### src/rtl/run_sequencer_pkg.sv
// Shared definitions for the run sequencer: FSM state encoding and default sizing.
package run_sequencer_pkg;

  typedef enum logic [2:0] {
    IDLE  = 3'd0,
    FETCH = 3'd1,
    ISSUE = 3'd2,
    HALT  = 3'd3,
    ERROR = 3'd4
  } state_t;

  localparam int DEF_AW      = 5;
  localparam int DEF_MEM_LAT = 1;

  // Counter widths cover the legal ranges of MEM_LAT (1..7) and TIMEOUT (2..255).
  localparam int LAT_W  = 3;
  localparam int WDOG_W = 8;

endpackage

### src/rtl/run_sequencer_seq_timer.sv
// Loadable down-counter with a zero flag; holds at zero instead of wrapping.
module run_sequencer_seq_timer #(
  parameter int W = 3
) (
  input  logic         clk,
  input  logic         rst_n,
  input  logic         load,
  input  logic         en,
  input  logic [W-1:0] load_val,
  output logic         zero
);

  logic [W-1:0] count;

  always_ff @(posedge clk or negedge rst_n) begin
    if (!rst_n) begin
      count <= '0;
    end else if (load) begin
      count <= load_val;
    end else if (en && (count != '0)) begin
      count <= count - W'(1);
    end
  end

  assign zero = (count == '0);

endmodule

### src/rtl/run_sequencer.sv
// Instruction sequencer: presents Addr, waits out the memory latency, holds Run until Done,
// then advances; includes a watchdog that traps a processor that never completes.
module run_sequencer
  import run_sequencer_pkg::*;
#(
  parameter int AW       = DEF_AW,
  parameter int MEM_LAT  = DEF_MEM_LAT,
  parameter int END_ADDR = 31,
  parameter int WRAP     = 0,
  parameter int TIMEOUT  = 16,
  parameter int CW       = 16
) (
  input  logic          Clock,
  input  logic          Resetn,
  input  logic          Go,
  input  logic          Single,
  input  logic          Stop,
  input  logic          Done,
  output logic [AW-1:0] Addr,
  output logic          Run,
  output logic          Busy,
  output logic          Halted,
  output logic          Err,
  output logic [CW-1:0] InstCount
);

  localparam logic [AW-1:0]     END_A  = AW'(END_ADDR);
  localparam logic [LAT_W-1:0]  LAT_V  = LAT_W'(MEM_LAT);
  localparam logic [WDOG_W-1:0] WDOG_V = WDOG_W'(TIMEOUT - 1);

  state_t        state;
  state_t        next_state;
  logic [AW-1:0] next_addr;
  logic [CW-1:0] next_count;
  logic          lat_load;
  logic          lat_zero;
  logic          wdog_load;
  logic          wdog_zero;

  always_ff @(posedge Clock or negedge Resetn) begin
    if (!Resetn) begin
      state     <= IDLE;
      Addr      <= '0;
      InstCount <= '0;
      Run       <= 1'b0;
      Busy      <= 1'b0;
      Halted    <= 1'b0;
      Err       <= 1'b0;
    end else begin
      state     <= next_state;
      Addr      <= next_addr;
      InstCount <= next_count;
      Run       <= (next_state == ISSUE);
      Busy      <= (next_state == FETCH) || (next_state == ISSUE);
      Halted    <= (next_state == HALT);
      Err       <= (next_state == ERROR);
    end
  end

  always_comb begin
    next_state = state;
    next_addr  = Addr;
    next_count = InstCount;
    lat_load   = 1'b0;
    wdog_load  = 1'b0;
    case (state)
      IDLE: begin
        if (Go) next_state = FETCH;
      end
      FETCH: begin
        if (lat_zero) next_state = ISSUE;
      end
      ISSUE: begin
        // Done takes priority over a watchdog expiry on the same edge.
        if (Done) begin
          if (InstCount != '1) next_count = InstCount + CW'(1);
          if (Addr != END_A) begin
            next_addr = Addr + AW'(1);
          end else if (WRAP != 0) begin
            next_addr = '0;
          end
          if ((Addr == END_A) && (WRAP == 0)) begin
            next_state = HALT;
          end else if (Single || Stop) begin
            next_state = IDLE;
          end else begin
            next_state = FETCH;
          end
        end else if (wdog_zero) begin
          next_state = ERROR;
        end
      end
      HALT, ERROR: begin
        if (Go) begin
          next_state = IDLE;
          next_addr  = '0;
        end
      end
      default: next_state = IDLE;
    endcase
    lat_load  = (next_state == FETCH) && (state != FETCH);
    wdog_load = (next_state == ISSUE) && (state != ISSUE);
  end

  // FETCH lasts MEM_LAT+1 cycles: load MEM_LAT, count down, leave when zero is seen.
  run_sequencer_seq_timer #(.W(LAT_W)) u_lat (
    .clk      (Clock),
    .rst_n    (Resetn),
    .load     (lat_load),
    .en       (state == FETCH),
    .load_val (LAT_V),
    .zero     (lat_zero)
  );

  run_sequencer_seq_timer #(.W(WDOG_W)) u_wdog (
    .clk      (Clock),
    .rst_n    (Resetn),
    .load     (wdog_load),
    .en       (state == ISSUE),
    .load_val (WDOG_V),
    .zero     (wdog_zero)
  );

endmodule

### config.mk
export PLATFORM = sky130hd
export DESIGN_NAME = run_sequencer
export DESIGN_NICKNAME = d
export VERILOG_FILES = /design/src/rtl/run_sequencer_pkg.sv /design/src/rtl/run_sequencer_seq_timer.sv /design/src/rtl/run_sequencer.sv
export SDC_FILE = /design/constraint.sdc
export NUM_CORES = 1
export LEC_CHECK = 0
export CELL_PAD_IN_SITES_DETAIL_PLACEMENT = 0
export CELL_PAD_IN_SITES_GLOBAL_PLACEMENT = 1
export CORE_ASPECT_RATIO = 1.1
export CORE_MARGIN = 1.5
export CORE_UTILIZATION = 30
export CTS_CLUSTER_DIAMETER = 80
export DETAILED_ROUTE_END_ITERATION = 10
export GPL_ROUTABILITY_DRIVEN = 0
export GPL_TIMING_DRIVEN = 0
export PLACE_DENSITY = 0.62
export SLEW_MARGIN = 20
export SYNTH_ARGS = -nofsm -noshare
export SYNTH_HDL_FRONTEND = slang
export SYNTH_HIERARCHICAL = 1
export SYNTH_SLANG_ARGS = --single-unit
### constraint.sdc
create_clock -name Clock -period 3.4 [get_ports Clock]
set_input_delay 0.51 -clock Clock [delete_from_list [all_inputs] [get_ports Clock]]
set_output_delay 0.51 -clock Clock [all_outputs]
set_load 0.05 [all_outputs]
# Word level (Yosys, flattened, before mapping)
# Index checks and enable logic that the tools add are counted.
# op_classes
n_reduce_logical	17
n_eq_ne	16
muxes	16
add_sub_neg	4
# op_table
cell	count
two-way mux 3 bit	7
adder 16 x 1 -> 16 bit, second input constant	1
two-way mux 8 bit	2
!= test 16 bit, second input constant	1
two-way mux 5 bit	3
== test 3 x 2 -> 1 bit, second input constant	4
one-hot mux 3 bit (4 select lines)	1
one-hot mux 5 bit (2 select lines)	1
zero test 8 bit	1
nonzero test 8 bit	1
subtractor 8 x 1 -> 8 bit, second input constant	1
== test 3 x 1 -> 1 bit, second input constant	2
== test 3 bit, second input constant	2
zero test 3 bit	2
!= test 2 bit, second input constant	3
nonzero test 2 bit	3
adder 5 x 1 -> 5 bit, second input constant	1
== test 5 bit, second input constant	1
!= test 5 bit, second input constant	1
logical AND 1 bit	4
AND reduction 4 bit	1
!= test 3 x 1 -> 1 bit, second input constant	1
!= test 3 x 2 -> 1 bit, second input constant	1
AND reduction 3 bit	1
6 further kinds	7
# totals
word_cells	62
register_bits	39
out_inout_bits	25
input_bits	6

# Longest topological paths before layout
# Gate-level depths: netlist of run 1.
# logic_depth
word_depth	8
depth_mapped	10
mapped_depth_nobuf	10

# Hierarchy
# Netlist of run 1, hierarchy kept.
# by_module_without_submodules
module	seq_area_each_um2	cells_per_inst	area_per_inst_um2	n_inst
run_sequencer	700.7	137	1433.9	1
run_sequencer_seq_timer (u_wdog)	200.2	58	528.0	1
run_sequencer_seq_timer (u_lat)	75.1	19	190.2	1

# Least setup slack after synthesis of run 1
# No wires, ideal clock.
# synth_timing
kind	reg2reg
startpoint	register Addr[0]
endpoint	register u_lat.count[1]
arrival_ns	2.467
setup_slack_ns	0.829
required_ns	3.296
setup_ns	0.104
path_buffers	0
period_less_slack_ns	2.571
path_stages_with_launch	10
path_cell_list	dfrtp_1 > ha_1 > and3_1 > ha_1 > nand2b_1 > nand4b_1 > a21oi_1 > nor3_1 > or4b_1 > o311ai_1
# synth_between
elab_chain_len	7
word_cells_on_any_way	8
cone_classes	eq/ne (2); mux (4); reduce/logical (2)
# synth_rtl
item	line	text
start: declaration	run_sequencer.sv:19	output logic [AW-1:0] Addr,
start signal: assignment	run_sequencer.sv:51	Addr <= next_addr;
== test 5 bit (*)	run_sequencer.sv:82	if ((Addr == END_A) && (WRAP == 0)) begin
two-way mux 2 bit (*)	run_sequencer.sv:82	
two-way mux 3 bit (*)	run_sequencer.sv:75	if (Done) begin
one-hot mux 3 bit (4 select lines) (*)	run_sequencer.sv:66	case (state)
via next_state[1]	run_sequencer.sv:32	state_t next_state;
== test 3 x 1 -> 1 bit (*)	run_sequencer.sv:101	lat_load = (next_state == FETCH) && (state != FETCH);
logical AND 1 bit (*)	run_sequencer.sv:101	
via lat_load	run_sequencer.sv:35	logic lat_load;
two-way mux 3 bit or nonzero test 2 bit (tied branches)	--	
end signal: assignment	run_sequencer_seq_timer.sv:19	count <= load_val;
end signal: assignment	run_sequencer_seq_timer.sv:21	count <= count - W'(1);
end: declaration	run_sequencer_seq_timer.sv:13	logic [W-1:0] count;
# Mark *: on every way through the listed nets, which the timed path passes. The rest lies on a longest branch.
# A chain may end at the register's enable or synchronous reset.

# Worst setup path after layout of run 1
# layout_timing
startpoint	register u_wdog.count[0]
endpoint	register u_lat.count[2]
# layout_between
elab_chain_len	7
word_cells_on_any_way	8
cone_classes	eq/ne (1); mux (4); reduce/logical (3)
# layout_rtl
item	line	text
start: declaration	run_sequencer_seq_timer.sv:13	
start signal: assignment	run_sequencer_seq_timer.sv:19	
start signal: assignment	run_sequencer_seq_timer.sv:21	
zero test 8 bit (*)	run_sequencer_seq_timer.sv:25	assign zero = (count == '0);
via wdog_zero	run_sequencer.sv:38	logic wdog_zero;
two-way mux 3 bit (*)	run_sequencer.sv:89	end else if (wdog_zero) begin
two-way mux 3 bit (*)	run_sequencer.sv:75	
one-hot mux 3 bit (4 select lines) (*)	run_sequencer.sv:66	
via next_state[1]	run_sequencer.sv:32	
== test 3 x 1 -> 1 bit (*)	run_sequencer.sv:101	
logical AND 1 bit (*)	run_sequencer.sv:101	
via lat_load	run_sequencer.sv:35	
two-way mux 3 bit or nonzero test 2 bit (tied branches)	--	
# Marked as above.

==> flow_summary.json, run 1 <==
{
  "drc": 0,
  "clkSlewWorstSetupHoldPaths_ps": 80,
  "fmax_mhz": 350,
  "clock-sinks": 39,
  "root_buffer": "clkbuf_8",
  "grt_pass1_vias": 1536,
  "grt_pass1_wl_microns": 7700,
  "rows": 32,
  "clkLatencyLatePin_ps": 290,
  "drive_above_1_share_pct": 8.05,
  "max_slew_margin_pct": 49.2,
  "cts-hold-fix-buffers": 0,
  "period_needed_ps": 2860,
  "initial_core_util_pct": 30.9,
  "synth.ff_latch_count": 39,
  "slew_violations": 0,
  "crit_chain": "inv_1 > ha_1 > or3b_2 > nor2_1 > nand2b_1 > nand4b_1 > a21oi_1 > nor3_1 > or4b_1 > o311ai_1",
  "final_util_pct": 39.0,
  "die-area_sq_um": 7690,
  "hp-class": "input port to async pin",
  "syn_inst": 214,
  "io_buffers": 30,
  "critPathRequiredTime_ps": 3540,
  "drtIter0Drc": 105,
  "syn2layout_area_growth_pct": 26.1,
  "tritoncts": "built",
  "worstPathMaxFanout": 9,
  "fin_nets": 274,
  "grt_max_degree": 28,
  "die_w_microns": 83.8,
  "cp_top_family": "simple AND/OR/NAND/NOR gates",
  "ant_nets": 0,
  "min_period_over_period_pct": 84.0,
  "numCtsBuffers": 5,
  "cp.arrival_ps": 3000,
  "ios": 31,
  "setup_violations": 0,
  "grt_util_all_layers_pct": 12.6,
  "async_reset_ff_share_pct": 100,
  "vias": 1739,
  "worst_pin_slew_ps": 757,
  "hold_viol_final": 0,
  "grt_setup_unrepaired": "no",
  "power_density_nw_per_um2": 698,
  "slowest_delay_ps": 670,
  "hpwl_microns": 3380,
  "fp.dieH_microns": 91.8,
  "wl_per_cell_microns": 13.7,
  "synth_edf_count": 0,
  "ir_drop_v": 0.000436,
  "endpoint_kind": "register",
  "viasPerCell": 5.03,
  "fin_tns_setup_ps": 0,
  "ys_warn_count": 6,
  "cp_num_buf_inv": 1,
  "cp-start-kind": "register",
  "avgSynthCellArea_sq_um": 10.1,
  "leakage_nw": 1.22,
  "hold_ws_ps": 101,
  "ys_types": 51,
  "grt_antenna_before_repair": 0,
  "cts_max_level": 2,
  "wirelength_microns": 4750,
  "finClkSkew_ps": 6.13,
  "drt-pass1-iter-count": 4,
  "seq_area_frac_synth_pct": 45.3,
  "crit_slowest_cell": "nor3_1",
  "grt_remaining_overflow": 0,
  "ctsResizeCount": 0,
  "status": "finished clean",
  "cts_setup_buffers": 0,
  "synthFlopType": "dfrtp_1",
  "clockBufferDepth": 2,
  "critPathKind": "register to register",
  "antenna_cells": 0,
  "synth_area_sq_um": 2150,
  "core_area_sq_um": 6970,
  "maxCapViolCount": 0
}
[path summary, 6_finish.rpt]
kind	cells after the start	slack [ps]	startpoint	to
worst max-delay path	10	540	u_wdog/count[0]	u_lat/count[2]
worst min-delay path	1	100	Resetn	u_wdog/count[5]
worst max register to register	10	540	u_wdog/count[0]	u_lat/count[2]
worst min register to register	1	510	InstCount[7]	InstCount[7]
max in group asynchronous	2	2850	Resetn	Addr[0]
min in group Clock	1	510	InstCount[7]	InstCount[7]
[layout by cell type, fill, tap and decap left out, types with 2 or more instances in the layout]
master / synthesis / layout
xnor2_1: 3 / 3
and2_1: 3 / 3
nor2_1: 13 / 13
clkdlybuf4s50_1: 0 / 29
nor3b_1: 10 / 10
or4b_1: 3 / 3
nand4_1: 6 / 6
nor4_1: 4 / 4
nand2_1: 16 / 16
or4_1: 3 / 3
xor2_1: 13 / 13
and3b_1: 2 / 2
inv_1: 8 / 8
conb_1: 2 / 11
clkbuf_8: 0 / 5
o211ai_1: 2 / 2
nand3_1: 6 / 6
nor2b_1: 3 / 3
a21oi_1: 8 / 8
buf_2: 4 / 5
ha_1: 7 / 7
and3_1: 5 / 5
nand2b_1: 4 / 4
nand4_2: 2 / 2
o21ai_0: 4 / 4
dfrtp_1: 39 / 39
a31oi_1: 3 / 3
a221o_1: 2 / 2
o311ai_1: 2 / 2
nor3_1: 11 / 11
o2111ai_1: 2 / 2
mux2i_1: 2 / 2
clkbuf_1: 2 / 2
[cell families after synthesis]
logic type | share of synthesized area [%]
adder cells (fa/ha/maj) | 4.07
other | 0.349
XOR/XNOR | 6.51
AO/OA/AOI/OAI | 10.6
buffers and inverters | 2.85
AND/OR/NAND/NOR | 28.6
multiplexers | 1.63
flip-flops | 45.3
[layer usage]
layer,GRT usage (%),up-vias,routed length (microns)
met1,17.3,848,2380
met4,4.92,0,68
met5,0,-,0
met2,19.5,23,2150
li1,-,863,-
met3,2.52,5,149
[worst register-to-register path, stage by stage, from the launching register on]
cell and delay [ps]:
dfrtp_1 410, inv_1 110, ha_1 200, or3b_2 500, nor2_1 160, nand2b_1 90, nand4b_1 90, a21oi_1 170
nor3_1 670, or4b_1 230, o311ai_1 90
[registers in the layout (all words and copies together) (netlist names)]
signal,count
u_lat/count,3
u_wdog/count,8
Run,1
InstCount,16
Halted,1
Busy,1
Err,1
state,3
Addr,5
[synth_stat cells, types with 2 or more instances]
cell | count | share of area [%]
nor3b_1 | 10 | 3.5
nand3_1 | 6 | 1.4
nor4_1 | 4 | 1.2
buf_2 | 4 | 0.93
nor2_1 | 13 | 2.3
nand2b_1 | 4 | 1.2
clkbuf_1 | 2 | 0.35
inv_1 | 8 | 1.4
a21oi_1 | 8 | 1.9
nand4_2 | 2 | 1.2
o211ai_1 | 2 | 0.70
and3b_1 | 2 | 0.81
nand2_1 | 16 | 2.8
or4_1 | 3 | 1.0
nor2b_1 | 3 | 0.87
and2_1 | 3 | 0.87
conb_1 | 2 | 0.35
ha_1 | 7 | 4.1
xor2_1 | 13 | 5.3
o21ai_0 | 4 | 0.93
nor3_1 | 11 | 2.6
mux2i_1 | 2 | 0.93
xnor2_1 | 3 | 1.2
nand4_1 | 6 | 1.7
a31oi_1 | 3 | 0.87
o311ai_1 | 2 | 0.81
and3_1 | 5 | 1.5
dfrtp_1 | 39 | 45
or4b_1 | 3 | 1.4
a221o_1 | 2 | 0.93
o2111ai_1 | 2 | 0.81
[final cells by class]
cell class	instances	area, sq um
inverters	9	33.8
plain buffers	6	27.5
clock buffers	5	68.8
well taps	85	106
flip-flops and latches	39	976
fillers	749	4250
repair buffers	31	315
multi-input cells	169	1150
clock inverters	2	37.5
[power breakdown]
group	internal, mW	switching (mW)
registers	0.584	0.105
clock network	0.215	0.175
logic	0.329	0.488
[per-stage QoR]
step	setup slack (ps)	total power, mW	instance area [sq um]	instances
3_5_place_dp	511	1.52	2610	339
4_1_cts	516	1.92	2710	346
2_1_floorplan	829	1.28	2190	223
5_1_grt	165	2.03	2710	346
6_report	544	1.90	2710	346
3_3_place_gp	556	1.51	2590	338
(Power assumes the default switching activity.)
==> run 2: changes to the inputs <==
PLACE_DENSITY = 0.64   (was 0.62)
clock period = 2.4 ns   (was 3.4 ns; I/O delays follow)
==> flow_summary.json, run 2 (same netlist as run 1, synthesis figures left out) <==
{
  "drc": 0,
  "vias": 1763,
  "final_cell_mix": "dfrtp_1 (36), clkdlybuf4s50_1 (29), nand2_1 (16)",
  "final_common_cell": "dfrtp_1",
  "fin_nets": 282,
  "cp.arrival_ps": 2480,
  "clkSlewWorstSetupHoldPaths_ps": 80,
  "cp-start-kind": "register",
  "io_buffers": 30,
  "leakage_nw": 1.27,
  "min_period_over_period_pct": 95.2,
  "critPathRequiredTime_ps": 2600,
  "ir_drop_v": 0.000436,
  "cts_max_level": 2,
  "die_w_microns": 83.8,
  "period_needed_ps": 2290,
  "slowest_delay_ps": 530,
  "clock-sinks": 39,
  "largest_register_ffs": 16,
  "crit_chain": "inv_2 > ha_2 > or3b_4 > nor2_4 > nand2b_1 > nand4b_1 > a21oi_4 > nor3_4 > or4b_1 > o211ai_1",
  "grt_antenna_before_repair": 0,
  "wl_per_cell_microns": 14.1,
  "tritoncts": "built",
  "clockBufferDepth": 2,
  "root_buffer": "clkbuf_8",
  "critPathKind": "register to register",
  "p_comb_share_pct": 46.7,
  "slew_violations": 0,
  "ios": 31,
  "placed_cell_area_sq_um": 2620,
  "finish.instance_area_sq_um": 2850,
  "p_sw_mw": 1.15,
  "numCtsBuffers": 5,
  "grt_max_degree": 31,
  "setup_violations": 0,
  "initial_core_util_pct": 30.9,
  "grt_pass1_wl_microns": 8510,
  "hp-class": "input port to async pin",
  "p_sw_share_pct": 39.8,
  "hpwl_microns": 3540,
  "power_density_nw_per_um2": 1010,
  "ant_nets": 0,
  "status": "finished clean",
  "viasPerCell": 4.97,
  "rrSetupSlack_ps": 110,
  "final_util_pct": 40.9,
  "hold_viol_final": 0,
  "regMostFlops": "InstCount",
  "drive_above_1_share_pct": 15.6,
  "largestRegisters": "InstCount (16), u_wdog/count (8), Addr (5)",
  "cp_top_family": "simple AND/OR/NAND/NOR gates",
  "rows": 32,
  "die-area_sq_um": 7690,
  "grt_util_all_layers_pct": 13.8,
  "nFillCells": 717,
  "fp.dieH_microns": 91.8,
  "clkLatencyLatePin_ps": 290,
  "grt_pass1_vias": 1763,
  "drt-pass1-iter-count": 4,
  "syn2layout_area_growth_pct": 32.6,
  "crit_slowest_cell": "or4b_1",
  "grt_remaining_overflow": 0,
  "intPower_mw": 1.74,
  "endpoint_kind": "register",
  "drtIter0Drc": 78,
  "max_slew_margin_pct": 56.8,
  "clkPwrFrac_pct": 19.1,
  "fin_tns_setup_ps": 0,
  "maxCapViolCount": 0,
  "seq_power_share_pct": 34.2,
  "worstPathMaxFanout": 8,
  "core_area_sq_um": 6970,
  "worst_pin_slew_ps": 642,
  "hold_ws_ps": 469,
  "fmax_mhz": 438,
  "wirelength_microns": 5010,
  "finClkSkew_ps": 13.3,
  "antenna_cells": 0,
  "cp_num_buf_inv": 1
}
run 2: cell count changes in the layout (fill, tap and decap cells not counted), moves of 2 or more:
cell / change
ha_2: +2
nor3b_2: +2
buf_4: +8
dfrtp_1: -3
a21oi_1: -2
nor3b_1: -2
ha_1: -3
dfrtp_2: +3
run 2: final cells by class:
cell class                 count  area (sq um)  area share (%)
tap                           85           106            3.73
sequential                    39           980            34.3
inverter                       9          33.8            1.18
clock buffer                   6          72.6            2.54
buffer                         6          31.3            1.10
clock inverter                 2          37.5            1.32
timing repair buffer          39           378            13.2
multi-input combinational    169          1210            42.5
run 2: power by group through the flow:
| stage | Sequential [mW] | Combinational (mW) | Clock, mW |
|---|---|---|---|
| 2_1_floorplan | 1.16 | 0.677 | 0 |
| 3_3_place_gp | 0.986 | 1.16 | 0 |
| 3_5_place_dp | 0.991 | 1.18 | 0 |
| 4_1_cts | 0.979 | 1.23 | 0.566 |
| 5_1_grt | 1.02 | 1.51 | 0.596 |
| 6_report | 0.987 | 1.35 | 0.549 |
run 2: stage by stage:
step | setup WS [ps] | power [mW] | cells
5_1_grt | -6.80 | 3.12 | 355
3_3_place_gp | -261 | 2.15 | 338
4_1_cts | -13.7 | 2.77 | 349
3_5_place_dp | -226 | 2.17 | 339
6_report | 115 | 2.88 | 355
2_1_floorplan | 2.19 | 1.83 | 223
run 2: worst paths after layout:
path | end | start | depth (start not counted)
hold / removal | u_wdog/count[7] | Resetn | 2
min in group Clock | Addr[3] | Addr[3] | 1
setup reg to reg | u_lat/count[0] | u_wdog/count[0] | 10
hold reg to reg | Addr[3] | Addr[3] | 1
setup / recovery | u_lat/count[0] | u_wdog/count[0] | 10
max in group asynchronous | u_wdog/count[2] | Resetn | 3
run 2: what timing repair did:
item                                   CTS  global route
hold buffers                             1             0
cloned                                   0             0
gates resized for setup                  3            16
setup endpoints to repair                3             6
buffers inserted                         1             6
endpoints found under the hold margin    9             0
pin swaps                                2             6
run 2: per-layer routing:
metal	up-vias	wire length [microns]	GRT usage [%]
met5	-	0	0
met4	0	47	4.37
met3	4	188	3.69
met2	33	2410	23.2
met1	842	2370	17.3
li1	884	-	-
